===== config.mk =====
export PLATFORM = sky130hd
export DESIGN_NAME = tile_ram_arbiter_flat
export DESIGN_NICKNAME = d
export VERILOG_FILES = /design/src/rtl/tile_ram_arbiter_if.sv /design/src/rtl/tile_ram_arbiter.sv /design/src/flat_wrapper.sv
export SDC_FILE = /design/constraint.sdc
export NUM_CORES = 1
export LEC_CHECK = 0
export CORE_MARGIN = 4
export CORE_UTILIZATION = 38
export DETAILED_ROUTE_END_ITERATION = 16
export PLACE_DENSITY = 0.95
export RECOVER_POWER = 100
export SYNTH_ARGS = -nofsm -noshare
export SYNTH_HDL_FRONTEND = slang
export SYNTH_SLANG_ARGS = --single-unit

===== constraint.sdc =====
create_clock -name clk -period 4.8 [get_ports clk]
set_clock_uncertainty 0.05 [all_clocks]
set_input_delay 0.72 -clock clk [delete_from_list [all_inputs] [get_ports clk]]
set_output_delay 0.72 -clock clk [all_outputs]
set_load 0.02 [all_outputs]

===== src/rtl/tile_ram_arbiter_if.sv =====
// ---------------------------------------------------------------------------
// tile_ram_arbiter_if
//
// Bundles the three buses around the tile RAM arbiter:
//   host_*  : Avalon-MM style host port (read/write, waitrequest,
//             readdatavalid)
//   scan_*  : read-only request/grant port of the LED scan-out engine
//   mem_*   : single-port tile RAM with a registered read (data valid the
//             cycle after the address is issued)
//
// Modports
//   slave  : the arbiter side (consumes host/scan requests, drives the RAM)
//   master : the environment side (requesters and the RAM itself)
// ---------------------------------------------------------------------------
interface tile_ram_arbiter_if #(
    parameter int ADDR_W = 14,
    parameter int DATA_W = 16
) ();
    localparam int BE_W = DATA_W / 8;

    // host port
    logic [ADDR_W-1:0] host_address;
    logic              host_read;
    logic              host_write;
    logic [BE_W-1:0]   host_byteenable;
    logic [DATA_W-1:0] host_writedata;
    logic              host_waitrequest;
    logic [DATA_W-1:0] host_readdata;
    logic              host_readdatavalid;

    // scan port
    logic              scan_req;
    logic [ADDR_W-1:0] scan_address;
    logic              scan_gnt;
    logic [DATA_W-1:0] scan_rdata;
    logic              scan_rvalid;

    // RAM port
    logic [ADDR_W-1:0] mem_address;
    logic [BE_W-1:0]   mem_byteenable;
    logic              mem_chipselect;
    logic              mem_write;
    logic [DATA_W-1:0] mem_writedata;
    logic              mem_clken;
    logic [DATA_W-1:0] mem_readdata;

    modport slave (
        input  host_address, host_read, host_write, host_byteenable, host_writedata,
        output host_waitrequest, host_readdata, host_readdatavalid,
        input  scan_req, scan_address,
        output scan_gnt, scan_rdata, scan_rvalid,
        output mem_address, mem_byteenable, mem_chipselect, mem_write,
        output mem_writedata, mem_clken,
        input  mem_readdata
    );

    modport master (
        output host_address, host_read, host_write, host_byteenable, host_writedata,
        input  host_waitrequest, host_readdata, host_readdatavalid,
        output scan_req, scan_address,
        input  scan_gnt, scan_rdata, scan_rvalid,
        input  mem_address, mem_byteenable, mem_chipselect, mem_write,
        input  mem_writedata, mem_clken,
        output mem_readdata
    );

endinterface


===== src/rtl/tile_ram_arbiter.sv =====
// ---------------------------------------------------------------------------
// tile_ram_arbiter
//
// Shares the single-port tile RAM between the host and the LED scan-out
// engine. Arbitration is combinational every cycle: scan wins contention so
// the display refresh never stalls, but after MAX_SCAN_STREAK consecutive
// scan wins against a waiting host, the host gets the next slot.
//
// Out-of-range accesses (address >= DEPTH) are accepted like any other, but
// the RAM is not selected: writes are dropped and reads return zero on the
// normal schedule.
//
// Read timing: request granted in cycle N, RAM data arrives in N+1 and is
// registered into the owner's return port, valid is high in N+2 for one
// cycle. A {valid, owner, oor} tag captured at the end of N steers the data.
//
// Ports
//   clk      : system clock
//   reset_n  : asynchronous active-low reset
//   bus      : host / scan / RAM signals (tile_ram_arbiter_if.slave)
// ---------------------------------------------------------------------------
module tile_ram_arbiter #(
    parameter int ADDR_W          = 14,
    parameter int DATA_W          = 16,
    parameter int DEPTH           = 13000,
    parameter int MAX_SCAN_STREAK = 4
) (
    input logic               clk,
    input logic               reset_n,
    tile_ram_arbiter_if.slave bus
);

    localparam int BE_W     = DATA_W / 8;
    localparam int STREAK_W = 4;

    localparam logic [STREAK_W-1:0] STREAK_MAX = STREAK_W'(MAX_SCAN_STREAK);
    // one extra bit so DEPTH == 2**ADDR_W would still compare correctly
    localparam logic [ADDR_W:0]     DEPTH_EXT  = (ADDR_W + 1)'(DEPTH);

    // -----------------------------------------------------------------------
    // Registers
    // -----------------------------------------------------------------------
    logic [STREAK_W-1:0] streak_reg,  streak_next;
    logic                tag_valid_reg, tag_valid_next;
    logic                tag_owner_reg, tag_owner_next;   // 1 = scan, 0 = host
    logic                tag_oor_reg,   tag_oor_next;
    logic                mem_clken_reg;
    logic [DATA_W-1:0]   host_rdata_reg;
    logic                host_rvalid_reg;
    logic [DATA_W-1:0]   scan_rdata_reg;
    logic                scan_rvalid_reg;

    // -----------------------------------------------------------------------
    // Request decode
    // -----------------------------------------------------------------------
    logic host_pending;
    logic host_is_read;
    logic host_oor;
    logic scan_oor;
    logic streak_full;
    logic scan_grant;
    logic host_grant;

    assign host_pending = bus.host_read | bus.host_write;
    // read and write together is a write: no read response is produced
    assign host_is_read = bus.host_read & ~bus.host_write;

    assign host_oor = ({1'b0, bus.host_address} >= DEPTH_EXT);
    assign scan_oor = ({1'b0, bus.scan_address} >= DEPTH_EXT);

    assign streak_full = (streak_reg == STREAK_MAX);

    // Scan loses only when the host is waiting and scan has used its streak.
    assign scan_grant = bus.scan_req & ~(host_pending & streak_full);
    assign host_grant = host_pending & ~scan_grant;

    assign bus.scan_gnt         = scan_grant;
    assign bus.host_waitrequest = host_pending & ~host_grant;

    // -----------------------------------------------------------------------
    // Streak counter: counts scan wins against a waiting host
    // -----------------------------------------------------------------------
    always_comb begin
        streak_next = streak_reg;
        if (!host_pending || host_grant) begin
            streak_next = '0;
        end else if (scan_grant && !streak_full) begin
            streak_next = streak_reg + 1'b1;
        end
    end

    // -----------------------------------------------------------------------
    // RAM drive, combinational from the granted side
    // -----------------------------------------------------------------------
    always_comb begin
        bus.mem_address    = '0;
        bus.mem_chipselect = 1'b0;
        bus.mem_write      = 1'b0;
        bus.mem_writedata  = '0;
        if (scan_grant) begin
            bus.mem_address    = bus.scan_address;
            bus.mem_chipselect = ~scan_oor;
        end else if (host_grant) begin
            bus.mem_address    = bus.host_address;
            bus.mem_chipselect = ~host_oor;
            bus.mem_write      = bus.host_write & ~host_oor;
            bus.mem_writedata  = bus.host_writedata;
        end
    end

    // Per-lane byte enables: scan reads whole words, host uses its own lanes.
    generate
        for (genvar gi = 0; gi < BE_W; gi++) begin : g_be_lane
            assign bus.mem_byteenable[gi] = scan_grant |
                                            (host_grant & bus.host_byteenable[gi]);
        end
    endgenerate

    assign bus.mem_clken = mem_clken_reg;

    // -----------------------------------------------------------------------
    // Read tag for the request issued this cycle
    // -----------------------------------------------------------------------
    always_comb begin
        tag_valid_next = scan_grant | (host_grant & host_is_read);
        tag_owner_next = scan_grant;
        tag_oor_next   = scan_grant ? scan_oor : host_oor;
    end

    // Data returning from the RAM this cycle; out-of-range reads return zero.
    logic [DATA_W-1:0] ret_data;
    assign ret_data = tag_oor_reg ? '0 : bus.mem_readdata;

    // -----------------------------------------------------------------------
    // State registers and return-data pipeline
    // -----------------------------------------------------------------------
    always_ff @(posedge clk or negedge reset_n) begin
        if (!reset_n) begin
            streak_reg      <= '0;
            tag_valid_reg   <= 1'b0;
            tag_owner_reg   <= 1'b0;
            tag_oor_reg     <= 1'b0;
            mem_clken_reg   <= 1'b0;
            host_rdata_reg  <= '0;
            host_rvalid_reg <= 1'b0;
            scan_rdata_reg  <= '0;
            scan_rvalid_reg <= 1'b0;
        end else begin
            // RAM clock is enabled from the first clock after reset release
            mem_clken_reg   <= 1'b1;
            streak_reg      <= streak_next;
            tag_valid_reg   <= tag_valid_next;
            tag_owner_reg   <= tag_owner_next;
            tag_oor_reg     <= tag_oor_next;

            host_rvalid_reg <= tag_valid_reg & ~tag_owner_reg;
            scan_rvalid_reg <= tag_valid_reg &  tag_owner_reg;

            // data registers only move on a return; otherwise they hold
            if (tag_valid_reg && !tag_owner_reg) begin
                host_rdata_reg <= ret_data;
            end
            if (tag_valid_reg && tag_owner_reg) begin
                scan_rdata_reg <= ret_data;
            end
        end
    end

    assign bus.host_readdata      = host_rdata_reg;
    assign bus.host_readdatavalid = host_rvalid_reg;
    assign bus.scan_rdata         = scan_rdata_reg;
    assign bus.scan_rvalid        = scan_rvalid_reg;

endmodule


===== src/flat_wrapper.sv =====
// flat-port wrapper written by rule: the top's interface ports become plain ports
module tile_ram_arbiter_flat 
#(
    parameter int ADDR_W          = 14,
    parameter int DATA_W          = 16,
    parameter int DEPTH           = 13000,
    parameter int MAX_SCAN_STREAK = 4
)
  (clk, reset_n, bus_host_address, bus_host_read, bus_host_write, bus_host_byteenable, bus_host_writedata, bus_host_waitrequest, bus_host_readdata, bus_host_readdatavalid, bus_scan_req, bus_scan_address, bus_scan_gnt, bus_scan_rdata, bus_scan_rvalid, bus_mem_address, bus_mem_byteenable, bus_mem_chipselect, bus_mem_write, bus_mem_writedata, bus_mem_clken, bus_mem_readdata);
  tile_ram_arbiter_if #(.ADDR_W(ADDR_W), .DATA_W(DATA_W)) bus_i ();
  input logic clk;
  input logic reset_n;
  input wire logic [$bits(bus_i.host_address)-1:0] bus_host_address;
  input wire logic [$bits(bus_i.host_read)-1:0] bus_host_read;
  input wire logic [$bits(bus_i.host_write)-1:0] bus_host_write;
  input wire logic [$bits(bus_i.host_byteenable)-1:0] bus_host_byteenable;
  input wire logic [$bits(bus_i.host_writedata)-1:0] bus_host_writedata;
  output wire logic [$bits(bus_i.host_waitrequest)-1:0] bus_host_waitrequest;
  output wire logic [$bits(bus_i.host_readdata)-1:0] bus_host_readdata;
  output wire logic [$bits(bus_i.host_readdatavalid)-1:0] bus_host_readdatavalid;
  input wire logic [$bits(bus_i.scan_req)-1:0] bus_scan_req;
  input wire logic [$bits(bus_i.scan_address)-1:0] bus_scan_address;
  output wire logic [$bits(bus_i.scan_gnt)-1:0] bus_scan_gnt;
  output wire logic [$bits(bus_i.scan_rdata)-1:0] bus_scan_rdata;
  output wire logic [$bits(bus_i.scan_rvalid)-1:0] bus_scan_rvalid;
  output wire logic [$bits(bus_i.mem_address)-1:0] bus_mem_address;
  output wire logic [$bits(bus_i.mem_byteenable)-1:0] bus_mem_byteenable;
  output wire logic [$bits(bus_i.mem_chipselect)-1:0] bus_mem_chipselect;
  output wire logic [$bits(bus_i.mem_write)-1:0] bus_mem_write;
  output wire logic [$bits(bus_i.mem_writedata)-1:0] bus_mem_writedata;
  output wire logic [$bits(bus_i.mem_clken)-1:0] bus_mem_clken;
  input wire logic [$bits(bus_i.mem_readdata)-1:0] bus_mem_readdata;
  assign bus_i.host_address = bus_host_address;
  assign bus_i.host_read = bus_host_read;
  assign bus_i.host_write = bus_host_write;
  assign bus_i.host_byteenable = bus_host_byteenable;
  assign bus_i.host_writedata = bus_host_writedata;
  assign bus_host_waitrequest = bus_i.host_waitrequest;
  assign bus_host_readdata = bus_i.host_readdata;
  assign bus_host_readdatavalid = bus_i.host_readdatavalid;
  assign bus_i.scan_req = bus_scan_req;
  assign bus_i.scan_address = bus_scan_address;
  assign bus_scan_gnt = bus_i.scan_gnt;
  assign bus_scan_rdata = bus_i.scan_rdata;
  assign bus_scan_rvalid = bus_i.scan_rvalid;
  assign bus_mem_address = bus_i.mem_address;
  assign bus_mem_byteenable = bus_i.mem_byteenable;
  assign bus_mem_chipselect = bus_i.mem_chipselect;
  assign bus_mem_write = bus_i.mem_write;
  assign bus_mem_writedata = bus_i.mem_writedata;
  assign bus_mem_clken = bus_i.mem_clken;
  assign bus_i.mem_readdata = bus_mem_readdata;
  tile_ram_arbiter #(.ADDR_W(ADDR_W), .DATA_W(DATA_W), .DEPTH(DEPTH), .MAX_SCAN_STREAK(MAX_SCAN_STREAK)) u_core (.clk(clk), .reset_n(reset_n), .bus(bus_i));
endmodule

After elaboration in Yosys (flattened, before gate mapping)
Cells that the tools add are included.
Widths: inputs -> output; s select.
- flip-flop bits (word level): 42
- output and inout bits: 71
- logic and storage cells: 55
- bits of input ports: 67
- bitwise operators: 22
- muxes and demuxes: 12
- reductions and logical operators: 8
- equal/unequal tests: 1
- magnitude comparators: 2
- $add $sub $neg: 1
- operator list (operator ; count):
    $mux 16 ; 3
    $ge 14x14->1 const B ; 2
    $mux 14 ; 2
    $and 1x1->1 ; 11
    $mux 4 ; 2
    $not 1->1 ; 7
    $mux 1 ; 5
    $add 4x1->4 const B ; 1
    $eq 4x3->1 const B ; 1
    $or 1x1->1 ; 4
    $logic_and 1x1->1 ; 3
    $logic_not 1->1 ; 3
    $reduce_bool 2->1 ; 1
    $logic_or 1x1->1 ; 1

Longest topological paths before layout
Gate-level depths: netlist (run 1).
- depth in word-level cells: 8
- depth in mapped cells: 8
- gate-level depth less buffers: 7

Worst setup path before layout (run 1)
OpenSTA, ideal clock, no wires.
- path kind: input-to-output
- from: input bus_host_write
- to: output bus_mem_write
- arrival: 1.587 ns
- buffers on the path: 2
- slack: 2.443 ns
- data required time: 4.030 ns
- cell stages on the path: 5
- path through: nor2_1 o31ai_2 buf_6 buf_6 and3_1
- longest elaborated chain between the ends: 8
- elaborated cells between the ends (all ways): 9
- those cells by class: mux: 2; bitwise: 7
- RTL lines (item ; RTL line ; source):
    from (decl) ; flat_wrapper.sv:15 ; input wire logic [$bits(bus_i.host_write)-1:0] bus_host_write;
    $or 1x1->1 ; tile_ram_arbiter.sv:64 ; assign host_pending = bus.host_read | bus.host_write;
    $and 1x1->1 ; tile_ram_arbiter.sv:74 ; assign scan_grant = bus.scan_req & ~(host_pending & streak_full);
    $not 1->1 ; tile_ram_arbiter.sv:74 ;
    $and 1x1->1 ; tile_ram_arbiter.sv:74 ;
    $not 1->1 ; tile_ram_arbiter.sv:75 ; assign host_grant = host_pending & ~scan_grant;
    $and 1x1->1 ; tile_ram_arbiter.sv:75 ;
    $mux 1 ; tile_ram_arbiter.sv:103 ; end else if (host_grant) begin
    $mux 1 * ; tile_ram_arbiter.sv:100 ; if (scan_grant) begin
    to (decl) ; flat_wrapper.sv:29 ; output wire logic [$bits(bus_i.mem_write)-1:0] bus_mem_write;
Every way passes the cells marked *; elsewhere a longest branch is shown, timed or not.

Worst setup path after layout (run 1)
- from: input bus_host_write
- to: output bus_mem_writedata[7]
- longest elaborated chain between the ends: 8
- RTL lines (item ; RTL line ; source):
    $or 1x1->1 * ; tile_ram_arbiter.sv:64 ;
    $and 1x1->1 ; tile_ram_arbiter.sv:74 ;
    $not 1->1 ; tile_ram_arbiter.sv:74 ;
    $and 1x1->1 ; tile_ram_arbiter.sv:74 ;
    $not 1->1 ; tile_ram_arbiter.sv:75 ;
    $and 1x1->1 ; tile_ram_arbiter.sv:75 ;
    $mux 16 ; tile_ram_arbiter.sv:103 ;
    $mux 16 * ; tile_ram_arbiter.sv:100 ;
    to (decl) ; flat_wrapper.sv:30 ; output wire logic [$bits(bus_i.mem_writedata)-1:0] bus_mem_writedata;
Marks and branches as above.

==> results of run 1 <==
cell families after synthesis:
logic type	synth area share (%)
DFF	51.72
adders and majority gates	1.231
and+or+nand+nor	29.13
other	0.1846
AOI/OAI and AO/OA	10.96
xor gates and xnor gates	0.8622
buffers and inverters	5.911
cells in the mapped netlist (2+ instances only):
cell type	number
nand2_1	67
o21ai_0	35
dfrtp_1	42
a211oi_1	2
nor3_1	2
ha_1	2
nand3_1	18
nand2b_1	17
buf_6	4
inv_1	6
buf_1	2
clkbuf_1	7
buf_2	3
and3_1	18
nor2_1	4
layout make-up:
cell class,instances,share of cell area (%)
clock buffers,6,2.361
inverters,7,0.7511
clock inverters,2,0.3577
well taps,70,2.504
flip-flops and latches,42,30.04
repair buffers,138,39.13
multi-input cells,173,24.86
power by group:
| group | switching (mW) | internal (mW) |
|---|---|---|
| Combinational | 0.178 | 0.161 |
| Clock | 0.116 | 0.115 |
| Sequential | 0.0250 | 0.397 |
metrics by stage:
step                      total power [mW]  cell area (um^2)  cells  utilization [%]
after floorplan                     0.5837              2032    238                -
after global placement              0.7782              3408    430            66.31
after global routing                 1.049              3498    438            68.06
after CTS                            1.028              3503    438            68.16
final                               0.9931              3498    438            68.06
after detailed placement            0.7932              3408    430            66.31
worst max-delay path by stage:
| stage | to | startpoint |
|---|---|---|
| 3_3_place_gp | bus_mem_address[2] | bus_host_write |
| 2_1_floorplan | bus_mem_write | bus_host_write |
| 3_5_place_dp | bus_mem_address[0] | bus_host_write |
| 4_1_cts | bus_mem_address[0] | bus_host_write |
| 6_report | bus_mem_writedata[7] | bus_host_write |
| 5_1_grt | bus_mem_writedata[7] | bus_host_write |
worst min-delay path: stages (launching register included):
cell and delay (ns):
dfrtp_1 0.34, nand2_1 0.05, o21ai_0 0.06
routing by layer:
layer / share of wire (%) / routed length [um]
met5: 0 / 0
met4: 1.6 / 103
met3: 11 / 751
met2: 49 / 3234
met1: 38 / 2530
==> qor.txt, run 1 <==
Max Fclk: 237.6 MHz
Post-synthesis net count: 307
Final setup viols: 0
Mean Syn Cell Area: 8.538 um^2
Hold Path End: u_core.bus.host_readdata[3]$_DFFE_PN0P_
Asr flop ratio synth: 100.0%
Least-Margin Pin Slew: 2.163 ns
GR Util met3: 6.984%
Unrepaired setup endpoints after global routing: no
Fraction of layout cells with a size suffix above 1: 2.717%
CTS Hold Buffers Added: 0
Starting Density: 39.53%
Crit Path Category: input pin to output port
Post-CTS repair timing setup buffer count: 0
Yosys reg bits: 42
Worst hold slack: 0.4339 ns
Crit. path cell count: 6
Via Count: 2155
Final hold viol count: 0
CTS tree: built
GRT overflow: 0
Total CTS buffers: 5
Pleak: 1.647 nW
GR Layer Usage met2: 36.54%
Setup tns final: 0 ns
Die area: 6581 um^2
Synth warnings: 0
Period minus WS final: 4.208 ns
Share of the synthesized area in the top cell type: 51.72%
Critical Path AT: 3.44 ns
Die height: 81.13 um
Final antenna-violating net count: 0
Worst reg2reg startpoint: u_core.streak_reg[0]$_DFFE_PN0P_
Seq/Total Area, Yosys: 51.72%
CTS resizes: 0
FP Rows: 26
CP max stage cell: dlygate4sd3_1
Worst setup SP type: input pin
Core ar.: 5140 um^2
Synth Flop Type: dfrtp_1
Final Slew Violations: 43
Setup ws final: 0.5917 ns
TritonRoute pass-1 iters: 4
Failing checks: capacitance limit, slew limit
CP max FO: 21
Setup slack, reg-to-reg: 2.67 ns
DRC viols: 0
Post-detailed-routing wire length: 6620 um
CP Capture Type: output port
H-tree depth: 2
Gpl congestion: 0.8120
Mapped cell area: 2032 um^2
R2r worst-path depth: 7
EDFF count, synth: 0
Total GRT Usage: 20.14%
WP buf/inv: 3
DR WL/cell: 15.11 um
Synth Instances: 238
Max Cap Violations: 1
Max transition margin: -44.19%
Reg area: 1051 um^2
Vias in the first global route: 2241
Worst hold start: u_core.bus.host_readdata[3]$_DFFE_PN0P_
CP delay by family, top: buffers and inverters
Area growth, synth to finish: 72.17%
Yosys cell types: 24
CP max stage delay: 0.67 ns
Placement Setup Slack: 0.9937 ns
Met1 Usage GRT: 21.77%
CTS root buffer: clkbuf_8
Fillers: 403
Vias/cell: 4.920
Status: finished with violations
CTS clk-pin slew, worst paths: 0.07 ns
Most frequent cells in the layout: clkdlybuf4s50_1 (84), nand2_1 (67), dlygate4sd3_1 (52)
Synth area leader: dfrtp_1
First-pass GRT wire length: 10140 um
Final Cycle Share: 87.67%
CTS max path bufs: 2
Busiest metal layer after global routing: met2
IO Pins: 138
Final nets: 436
CTS sink cnt: 42
CP Cell Sequence: dlygate4sd3_1, nor2_1, o31ai_4, clkbuf_1, and3_1, dlygate4sd3_1
Cell area power density: 283.9 nW/um^2
Pin count of the biggest net entering global routing: 43
N_diodes: 0
Req. time, crit path: 4.03 ns
Hpwl dp: 5306 um
Worst-case vdd ir drop: 0.0001297 V
Worst skew pair latency: 0.29 ns
Reg2reg end: u_core.streak_reg[2]$_DFFE_PN0P_
Initial DRC count: 46
Multi-input gate area: 869.6 um^2
Port bufs: 137
Hold depth: 2
HP Class: flop to flop
Commonest non-fill, non-tap cell in the layout: clkdlybuf4s50_1
Die W: 81.13 um
Most frequent cell on the critical path: dlygate4sd3_1
Antenna violations before repair: 0
Top cells by area, synth: dfrtp_1 (52%), nand2_1 (12%), o21ai_0 (8.6%)
Power figures use the tool's default switching activity.
==> run 2, diff against run 1 <==
--- a/config.mk
+++ b/config.mk
@@ -8,6 +8,7 @@
 export CORE_MARGIN = 4
 export CORE_UTILIZATION = 38
 export DETAILED_ROUTE_END_ITERATION = 16
+export GPL_TIMING_DRIVEN = 0
 export PLACE_DENSITY = 0.95
 export RECOVER_POWER = 100
 export SYNTH_ARGS = -nofsm -noshare
==> run 2 against run 1 <==
Effect of this change:
- the flow still finishes with violations (capacitance limit, slew limit)
- fmax up 4.3%
- core utilization up 2.1 points
- final cell count up 3.4%
- combinational power up 2%
- cell area up 3.1%
- wire length up 5.7%
- largest power group unchanged
==> qor.txt, run 2 (same netlist as run 1, synthesis figures left out) <==
Critical Path AT: 3.27 ns (-0.17 ns)
Port bufs: 137 (unchanged)
Final setup viols: 0 (unchanged)
Die height: 81.13 um (unchanged)
DR WL/cell: 15.44 um (+2.2%)
Sw power: 331.5 uW (+3.8%)
CP delay by family, top: buffers and inverters
Most frequent cell on the critical path: dlygate4sd3_1
Starting Density: 39.53% (unchanged)
TritonRoute pass-1 iters: 4 (unchanged)
Clock share of power: 30.2% (+6.9 points)
GRT overflow: 0 (unchanged)
Worst skew pair latency: 0.29 ns (about the same)
CP max FO: 10 (-52%)
Commonest non-fill, non-tap cell in the layout: dlygate4sd3_1
Sequential power share: 38.3% (-4.2 points)
Placed cells: 445 (+3.5%)
Pin count of the biggest net entering global routing: 43 (unchanged)
P_int: 767.5 uW (+14%)
Pleak: 1.738 nW (+5.5%)
DRC viols: 0 (unchanged)
Logic pwr share: 31.5% (-2.7 points)
Fraction of layout cells with a size suffix above 1: 3.655% (+0.94 points)
Period minus WS final: 4.036 ns (-0.1720 ns)
Post-detailed-routing wire length: 6995 um (+5.7%)
Pwr Total: 1.099 mW (+11%)
Worst hold slack: 0.4310 ns (-0.002963 ns)
Final hold viol count: 0 (unchanged)
Core ar.: 5140 um^2 (unchanged)
Met2 routed WL: 3480 um (+7.6%)
Met1 WL: 2579 um (+1.9%)
CP max stage cell: dlygate4sd3_1
Fin util: 70.18% (+2.1 points)
Switching Share: 30.17% (-2.0 points)
CTS sink cnt: 42 (unchanged)
Final antenna-violating net count: 0 (unchanged)
Area growth, synth to finish: 77.52%
FP Rows: 26 (unchanged)
Worst setup SP type: input pin
Unrepaired setup endpoints after global routing: no
Cell area power density: 304.7 nW/um^2 (+7.3%)
Failing checks: capacitance limit, slew limit
Setup tns final: 0 ns (unchanged)
Total CTS buffers: 5 (unchanged)
DR top layer: met4
Final nets: 451 (+3.4%)
Least-Margin Pin Slew: 2.143 ns (-0.02002 ns)
Vias/cell: 5.029 (+2.2%)
First-pass GRT wire length: 10870 um (+7.2%)
Max Fclk: 247.8 MHz (+4.3%)
Crit Path Category: input pin to output port
CP Cell Sequence: dlygate4sd3_1, nor2_1, o31ai_1, clkbuf_1, buf_6, nand3_1, nand2_1, dlygate4sd3_1
Total GRT Usage: 21.54% (+1.4 points)
CTS root buffer: clkbuf_8
Via Count: 2278 (+5.7%)
HP Class: flop to flop
Initial DRC count: 109 (+140%)
H-tree depth: 2 (unchanged)
Hpwl dp: 5700 um (+7.4%)
Finished Layout Cells: 453 (+3.4%)
Die area: 6581 um^2 (unchanged)
Status: finished with violations
Post-CTS repair timing setup buffer count: 0 (unchanged)
CTS max path bufs: 2 (unchanged)
Final Cycle Share: 84.09% (-3.6 points)
WP buf/inv: 4 (+1)
Most frequent cells in the layout: dlygate4sd3_1 (72), nand2_1 (67), clkdlybuf4s50_1 (64)
Max Cap Violations: 1 (unchanged)
IO Pins: 138 (unchanged)
Gpl congestion: 0.8071 (-0.60%)
Final Slew Violations: 43 (unchanged)
Worst-case vdd ir drop: 0.0001531 V (+18%)
Req. time, crit path: 4.03 ns (about the same)
Die W: 81.13 um (unchanged)
Vias in the first global route: 2252 (+0.49%)
CP Capture Type: output port
WL met3: 855 um (+14%)
CP max stage delay: 0.70 ns (+0.03 ns)
CTS tree: built
Antenna violations before repair: 0 (unchanged)
CTS resizes: 0 (unchanged)
CTS clk-pin slew, worst paths: 0.08 ns (about the same)
CTS Hold Buffers Added: 0 (unchanged)
N_diodes: 0 (unchanged)
Max transition margin: -42.86% (+1.3 points)
==> run 2: metal layers <==
metal  up-vias  global-route usage (%)
met1      1062                   23.38
met2       131                   39.57
met4         0                   5.912
met5         -                       0
met3         7                   7.428
li1       1078                       -
==> run 2: worst paths after layout <==
path	depth (start not counted)	start	to	slack [ns]
worst max-delay path	8	bus_host_write	bus_mem_address[2]	0.76
worst min-delay path	2	u_core.bus.host_readdata[15]$_DFFE_PN0P_	u_core.bus.host_readdata[15]$_DFFE_PN0P_	0.43
worst max register to register	7	u_core.streak_reg[0]$_DFFE_PN0P_	u_core.tag_valid_reg$_DFF_PN0_	2.92
worst min register to register	2	u_core.bus.host_readdata[15]$_DFFE_PN0P_	u_core.bus.host_readdata[15]$_DFFE_PN0P_	0.43
max in group asynchronous	1	reset_n	u_core.streak_reg[3]$_DFFE_PN0P_	2.48
min in group asynchronous	1	reset_n	u_core.bus.host_readdata[10]$_DFFE_PN0P_	0.99
==> run 2: power by group through the flow <==
stage	sequential (mW)	combinational [mW]	clock, mW
2_1_floorplan	0.477	0.106	0
3_3_place_gp	0.427	0.361	0
3_5_place_dp	0.429	0.373	0
4_1_cts	0.422	0.374	0.338
5_1_grt	0.427	0.373	0.355
6_report	0.421	0.346	0.332
==> run 2: stage by stage <==
step	setup slack, ns	area (um^2)
after floorplan	2.443	2032
after global placement	1.269	3491
after detailed placement	1.226	3486
after CTS	1.221	3623
after global routing	0.5720	3607
final	0.7637	3607
==> run 2: final cells by class <==
type                       count  area (um^2)
fill                         403         1533
timing repair buffer         137         1365
sequential                    42         1051
multi-input combinational    173        855.8
tap                           70        87.58
buffer                        16        83.83
clock buffer                   5        68.82
clock inverter                 3        68.82
inverter                       7        26.28
==> run 2: tightest hold or removal path: stages (launching register included) <==
cell,delay (ns)
dfrtp_1,0.34
nand2_1,0.04
o21ai_0,0.06
